<file path="config.mk">
export PLATFORM = sky130hd
export DESIGN_NAME = weight_load_sched_1x8
export DESIGN_NICKNAME = d
export VERILOG_FILES = /design/src/rtl/weight_load_sched_1x8.sv
export SDC_FILE = /design/constraint.sdc
export NUM_CORES = 1
export LEC_CHECK = 0
export ABC_AREA = 1
export CELL_PAD_IN_SITES_DETAIL_PLACEMENT = 0
export CELL_PAD_IN_SITES_GLOBAL_PLACEMENT = 1
export CORE_MARGIN = 3
export CORE_UTILIZATION = 37
export DETAILED_ROUTE_END_ITERATION = 8
export PLACE_DENSITY_LB_ADDON = 0.3
export SYNTH_ARGS = -nofsm -noshare
export SYNTH_HDL_FRONTEND = slang
export SYNTH_SLANG_ARGS = --single-unit
</file>
<file path="constraint.sdc">
create_clock -name clk -period 5.5 [get_ports clk]
set_clock_uncertainty 0.1 [all_clocks]
set_input_delay 1.1 -clock clk [delete_from_list [all_inputs] [get_ports clk]]
set_output_delay 1.1 -clock clk [all_outputs]
set_load 0.02 [all_outputs]
</file>
<file path="src/rtl/weight_load_sched_1x8.sv">
// weight_load_sched_1x8: load/read sequencer for the 8-bank 3x3 weight buffer.
// Load side deals 36-bit kernels round-robin across 8 banks, one address per
// group of 8. Read side sweeps a shared address over the loaded region and
// flags the RAM output one cycle later to cover the read latency.
module weight_load_sched_1x8 #(
    parameter int ADDR_BIT = 9,
    parameter int DEPTH    = 512
) (
    input  logic                clk,
    input  logic                rst,
    input  logic [ADDR_BIT-1:0] cfg_base,
    input  logic [ADDR_BIT:0]   cfg_groups,
    input  logic                load_start,
    input  logic                w_valid,
    output logic                w_ready,
    input  logic [35:0]         w_data,
    output logic [ADDR_BIT-1:0] write_addr,
    output logic [7:0]          write_en,
    output logic [35:0]         weight_in,
    output logic                load_busy,
    output logic                load_done,
    input  logic                rd_start,
    output logic [ADDR_BIT-1:0] read_addr,
    output logic                rd_valid,
    output logic                rd_last,
    output logic                rd_busy
);

    localparam logic [ADDR_BIT:0] DEPTH_W = (ADDR_BIT+1)'(DEPTH);

    typedef enum logic [1:0] {L_IDLE, L_LOAD, L_DONE} lstate_t;
    typedef enum logic       {R_IDLE, R_RUN}          rstate_t;

    lstate_t             lstate;
    rstate_t             rstate;
    logic [ADDR_BIT-1:0] base_q;
    logic [ADDR_BIT:0]   groups_q;
    logic [2:0]          bank_q;
    logic [ADDR_BIT:0]   group_q;
    logic [ADDR_BIT:0]   rd_idx;
    logic                issue_last;

    logic load_go, rd_go, beat, last_beat;

    // A load may not start while a sweep is reading the banks; group counts
    // larger than the bank depth are rejected like a zero count.
    assign load_go   = load_start && (lstate == L_IDLE) && !rd_busy &&
                       (cfg_groups != '0) && (cfg_groups <= DEPTH_W);
    // Load wins a same-cycle collision, so a starting load suppresses the read.
    assign rd_go     = rd_start && (rstate == R_IDLE) && !rd_busy && !load_busy &&
                       (groups_q != '0) && !load_go;
    assign w_ready   = (lstate == L_LOAD);
    assign beat      = w_valid && w_ready;
    assign last_beat = (bank_q == 3'd7) && (group_q == groups_q - 1'b1);

    // Load FSM: latch region, accept beats, register the bank write port.
    always_ff @(posedge clk or posedge rst) begin
        if (rst) begin
            lstate     <= L_IDLE;
            base_q     <= '0;
            groups_q   <= '0;
            bank_q     <= '0;
            group_q    <= '0;
            write_addr <= '0;
            write_en   <= '0;
            weight_in  <= '0;
            load_busy  <= 1'b0;
            load_done  <= 1'b0;
        end else begin
            write_en  <= '0;
            load_done <= 1'b0;
            case (lstate)
                L_IDLE: begin
                    if (load_go) begin
                        lstate    <= L_LOAD;
                        base_q    <= cfg_base;
                        groups_q  <= cfg_groups;
                        bank_q    <= '0;
                        group_q   <= '0;
                        load_busy <= 1'b1;
                    end
                end
                L_LOAD: begin
                    if (beat) begin
                        weight_in  <= w_data;
                        write_en   <= 8'b1 << bank_q;
                        write_addr <= base_q + group_q[ADDR_BIT-1:0];
                        bank_q     <= bank_q + 3'd1;
                        if (bank_q == 3'd7)
                            group_q <= group_q + 1'b1;
                        // Final write and done pulse land in the same cycle.
                        if (last_beat) begin
                            lstate    <= L_DONE;
                            load_done <= 1'b1;
                        end
                    end
                end
                L_DONE: begin
                    lstate    <= L_IDLE;
                    load_busy <= 1'b0;
                end
                default: lstate <= L_IDLE;
            endcase
        end
    end

    // Read FSM: issue one address per cycle in RUN; rd_valid trails issue by
    // one cycle, and rd_busy covers the trailing drain cycle after RUN ends.
    always_ff @(posedge clk or posedge rst) begin
        if (rst) begin
            rstate     <= R_IDLE;
            read_addr  <= '0;
            rd_idx     <= '0;
            issue_last <= 1'b0;
            rd_valid   <= 1'b0;
            rd_last    <= 1'b0;
            rd_busy    <= 1'b0;
        end else begin
            rd_valid <= (rstate == R_RUN);
            rd_last  <= (rstate == R_RUN) && issue_last;
            case (rstate)
                R_IDLE: begin
                    rd_busy    <= 1'b0;
                    issue_last <= 1'b0;
                    if (rd_go) begin
                        rstate     <= R_RUN;
                        read_addr  <= base_q;
                        rd_idx     <= (ADDR_BIT+1)'(1);
                        issue_last <= (groups_q == (ADDR_BIT+1)'(1));
                        rd_busy    <= 1'b1;
                    end
                end
                R_RUN: begin
                    rd_busy <= 1'b1;
                    if (issue_last) begin
                        rstate     <= R_IDLE;
                        issue_last <= 1'b0;
                    end else begin
                        read_addr  <= read_addr + 1'b1;
                        rd_idx     <= rd_idx + 1'b1;
                        issue_last <= (rd_idx == groups_q - 1'b1);
                    end
                end
                default: rstate <= R_IDLE;
            endcase
        end
    end

endmodule

</file>
# Word level (Yosys, flattened, before mapping)
# Index checks and enable logic that the tools add are counted.
# word_totals
reg_bits,113
inputBits,60
out_inout_bits,68
word_cells,96
# op_classes
n_addsub,6
order_cmp,1
n_eq_ne,12
shift,1
n_mux,31
n_bitwise,1
n_reduce_logical,27
# op_table
operator,n
$mux 10,5
$pmux 10 s2,2
$add 10x1->10 const B,2
$eq 10x10->1,2
$reduce_bool 10->1,2
$mux 9,2
$pmux 9 s2,1
$mux 8,2
$logic_and 1x1->1,12
$eq 10x1->1 const B,1
$le 10x10->1 const B,1
$sub 10x1->10 const B,1
$add 9x1->9 const B,1
$add 9x9->9,1
$mux 1,8
$pmux 1 s2,4
$reduce_and 2->1,4
$shl 1x3->8 const A,1
$mux 2,3
$mux 3,2
$ne 2x1->1 const B,3
$ne 2x2->1 const B,3
$pmux 3 s2,1
$reduce_and 3->1,2
other kinds (10),13

# Logic depth before layout (Yosys ltp)
# logic_depth
depth_word,9
mapped_depth,13
depth_no_buf,13

# Worst setup path before layout
# OpenSTA, ideal clock, no wires.
# synth_path
path_type,register to output
startpoint,reg lstate[1]
endpoint,out w_ready
arrival_time_ns,1.091
slack_ns,3.209
path_stages_with_launch,5
path_buffers,1
cell_sequence,dfrtp_1 inv_1 nand2_1 inv_1 clkbuf_1
# synth_between
elab_chain_len,1
# synth_rtl
element,line,source
"start, declared",34,lstate_t lstate;
"start signal, assigned",59,lstate <= L_IDLE;
"start signal, assigned",75,lstate <= L_LOAD;
"start signal, assigned",93,lstate <= L_DONE;
$eq 2x1->1,52,assign w_ready = (lstate == L_LOAD);
"end, declared",15,"output logic w_ready,"
# Every way passes these cells.

# Worst setup path in the final report
# Ends and elaborated chain as after synthesis.

==> metrics.txt <==
Synth Cell Area 0.00595 mm2; DIE AREA 0.0176 mm2; GR Layer Usage met2 30.0%; nets 966; Synth area leaders dfrtp_1 (48%), nand2_1 (18%), nand3_1 (5.7%), ha_1 (4.2%), inv_1 (3.5%); setup TNS 0 ns; Synth Warn # 0; CTS Buffer Depth 2; CTS tree built; Tcrit/Tclk final 60.8%; RSZ-0062 raised after global routing no; final wirelength 16.2 mm; initial antenna violation count 0; FILL cells 1,451; Mean Syn Cell Area 7.83 um2; register area 0.00283 mm2; status completed; CP max stage delay 0.70 ns; P&R area growth vs syn 33.9%; CP Capture Type output port; vias in the first global route 5,223; later-pin clock latency in the skew report 0.42 ns; Synth area leader dfrtp_1; Pwr per Cell Area 303 mW/mm2; DR pass1 iterations 4; Resize count post-CTS 0; number of max-cap violations 0; routed vias 5,317; Slew Limit Fails 0; die height 133 um; TritonCTS Buffers 17; CTS H-tree lvls 4; IR drop worst, VDD 0.000205 V; Startpoint Class flop; # IOs 128; Synth top area share 47.5%; clock slew at reported path FFs 0.06 ns; crit path max fanout 15; Pleak 3.80 nW; share of power burned in registers 39.1%; sequential area share after synthesis 47.5%; Clock Power Share 46.0%; Post-Syn Instances 760; diode count 0; sw frac 25.9%; input/output buffers 127; Yosys cell types 33; worst hold path class flop to flop; FMAX 299 MHz; initial core utilization 38.4%; crit-path cells inv_1 -> nand2_1 -> inv_1 -> clkdlybuf4s50_1; first-pass GRT wire length 26.8 mm; DR WL/cell 14.6 um; met1 usage 24.5%; multi-input logic area 0.00275 mm2; switching pwr 625 uW; Final min period 3.35 ns; Hold WS 0.367 ns; Die X 133 um; Fin. Hold Viols 0; Internal 1.79 mW; total track usage 18.6%; Most common cell on crit path inv_1; largest net degree at the start of global routing 82; root buffer cell clkbuf_16; drt drc 0; post-route ant nets 0; Sink Count 113; post-CTS setup buffer count 0; synthesized net count 841; Slowest-stage cell, CP clkdlybuf4s50_1; #FFs+latches synth 113; Gate power share 14.9%; busiest grt layer met2; DR iter-0 viols 266; DP Wirelength 11.9 mm; Worst slew margin 31.4%; Setup-failing EPs final 0; CORE AREA 0.0155 mm2; hold buffer count at CTS 0; total gr overflow 0; met3 usage 5.44%; CP Class flop to output port; commonest cells after routing, fill and taps aside nand2_1 (279), clkdlybuf4s50_1 (127), dfrtp_1 (113), nand3_1 (68), inv_1 (55); GP Congestion 0.857; commonest non-fill, non-tap cell in the layout nand2_1; row count 45; Slew @ Worst Pin 1.03 ns; critical path required time 4.30 ns; share of cells above drive strength 1 7.80%; CP Data Arrival Time 2.15 ns; vias per cell 4.79
[cell usage after synthesis (all sizes together)]
cell type and number:
clkbuf 9, a41oi 1, nand4 11, buf 14
o21ai 32, o21a 1, nand3 69, and3 3
fa 1, nor3 17, nand2 286, dfrtp 113
nor2 61, o311ai 1, a31oi 3, inv 63
ha 20, or2 7, a21oi 28, xor2 14
a211oi 1, xnor2 5
[worst max-delay path, delay by kind of cell, from the launching register on]
family,cells,cell delay (ns)
buf+inv,3,1.20
flops,1,0.42
simple gates,1,0.13
[final timing paths]
check / from / depth (start not counted) / end / slack, ns
min reg2reg: weight_in[11] / 2 / weight_in[11] / 0.37
min: weight_in[11] / 2 / weight_in[11] / 0.37
max: lstate[1] / 4 / w_ready / 2.15
max reg2reg: lstate[1] / 8 / read_addr[7] / 3.04
min in group asynchronous: rst / 2 / weight_in[32] / 1.18
max in group asynchronous: rst / 3 / weight_in[13] / 3.12
[metrics by stage]
step | area [um2] | cells | setup WS [ns] | utilization, % | power, mW
2_1_floorplan | 5950 | 760 | 1.31 | - | 1.13
3_3_place_gp | 7370 | 1077 | 1.90 | 47.6 | 1.31
3_5_place_dp | 7370 | 1077 | 1.82 | 47.6 | 1.32
4_1_cts | 7970 | 1109 | 2.16 | 51.5 | 2.44
5_1_grt | 7970 | 1109 | 2.03 | 51.5 | 2.52
6_report | 7970 | 1109 | 2.15 | 51.5 | 2.41
[sequential cells by signal, summed over array words and instances, names as in the netlist]
signal	flops
write_addr	9
issue_last	1
bank_q	3
write_en	8
rstate	1
lstate	2
groups_q	10
group_q	10
rd_valid	1
rd_busy	1
load_busy	1
base_q	9
rd_last	1
read_addr	9
rd_idx	10
weight_in	36
load_done	1
[power by group through the flow]
stage / registers (mW) / clock network (mW) / logic, mW
2_1_floorplan: 0.996 / 0 / 0.139
3_3_place_gp: 0.954 / 0 / 0.356
3_5_place_dp: 0.957 / 0 / 0.362
4_1_cts: 0.943 / 1.13 / 0.365
5_1_grt: 0.951 / 1.17 / 0.399
6_report: 0.943 / 1.11 / 0.360
[layer usage]
layer  wire [um]  vias to the layer above  part of all wire, %
met5           0                        -                    0
met4         221                        0                  1.4
met3         969                       15                  6.0
met2        7590                      144                   47
met1        7440                     2477                   46
li1            -                     2681                    -
[area by class of cell]
class	count	share of cell area, %
Clock inverter	10	1.68
Tap cell	211	3.31
Multi-Input combinational cell	561	34.5
Inverter	63	3.00
Sequential cell	113	35.5
Clock buffer	22	5.83
Timing Repair Buffer	129	16.1
[cell families (layout without fill, tap and decap cells)]
| family | count (synthesis) | count (layout) | share of synthesized area [%] |
|---|---|---|---|
| AOI/OAI and AO/OA | 67 | 67 | 6.35 |
| xor gates and xnor gates | 19 | 19 | 2.80 |
| adders and majority gates | 21 | 21 | 4.54 |
| buffers and inverters | 86 | 224 | 6.21 |
| DFF | 113 | 113 | 47.5 |
| and+or+nand+nor | 454 | 454 | 32.6 |
Note: power is estimated with default switching activity, not from simulation.
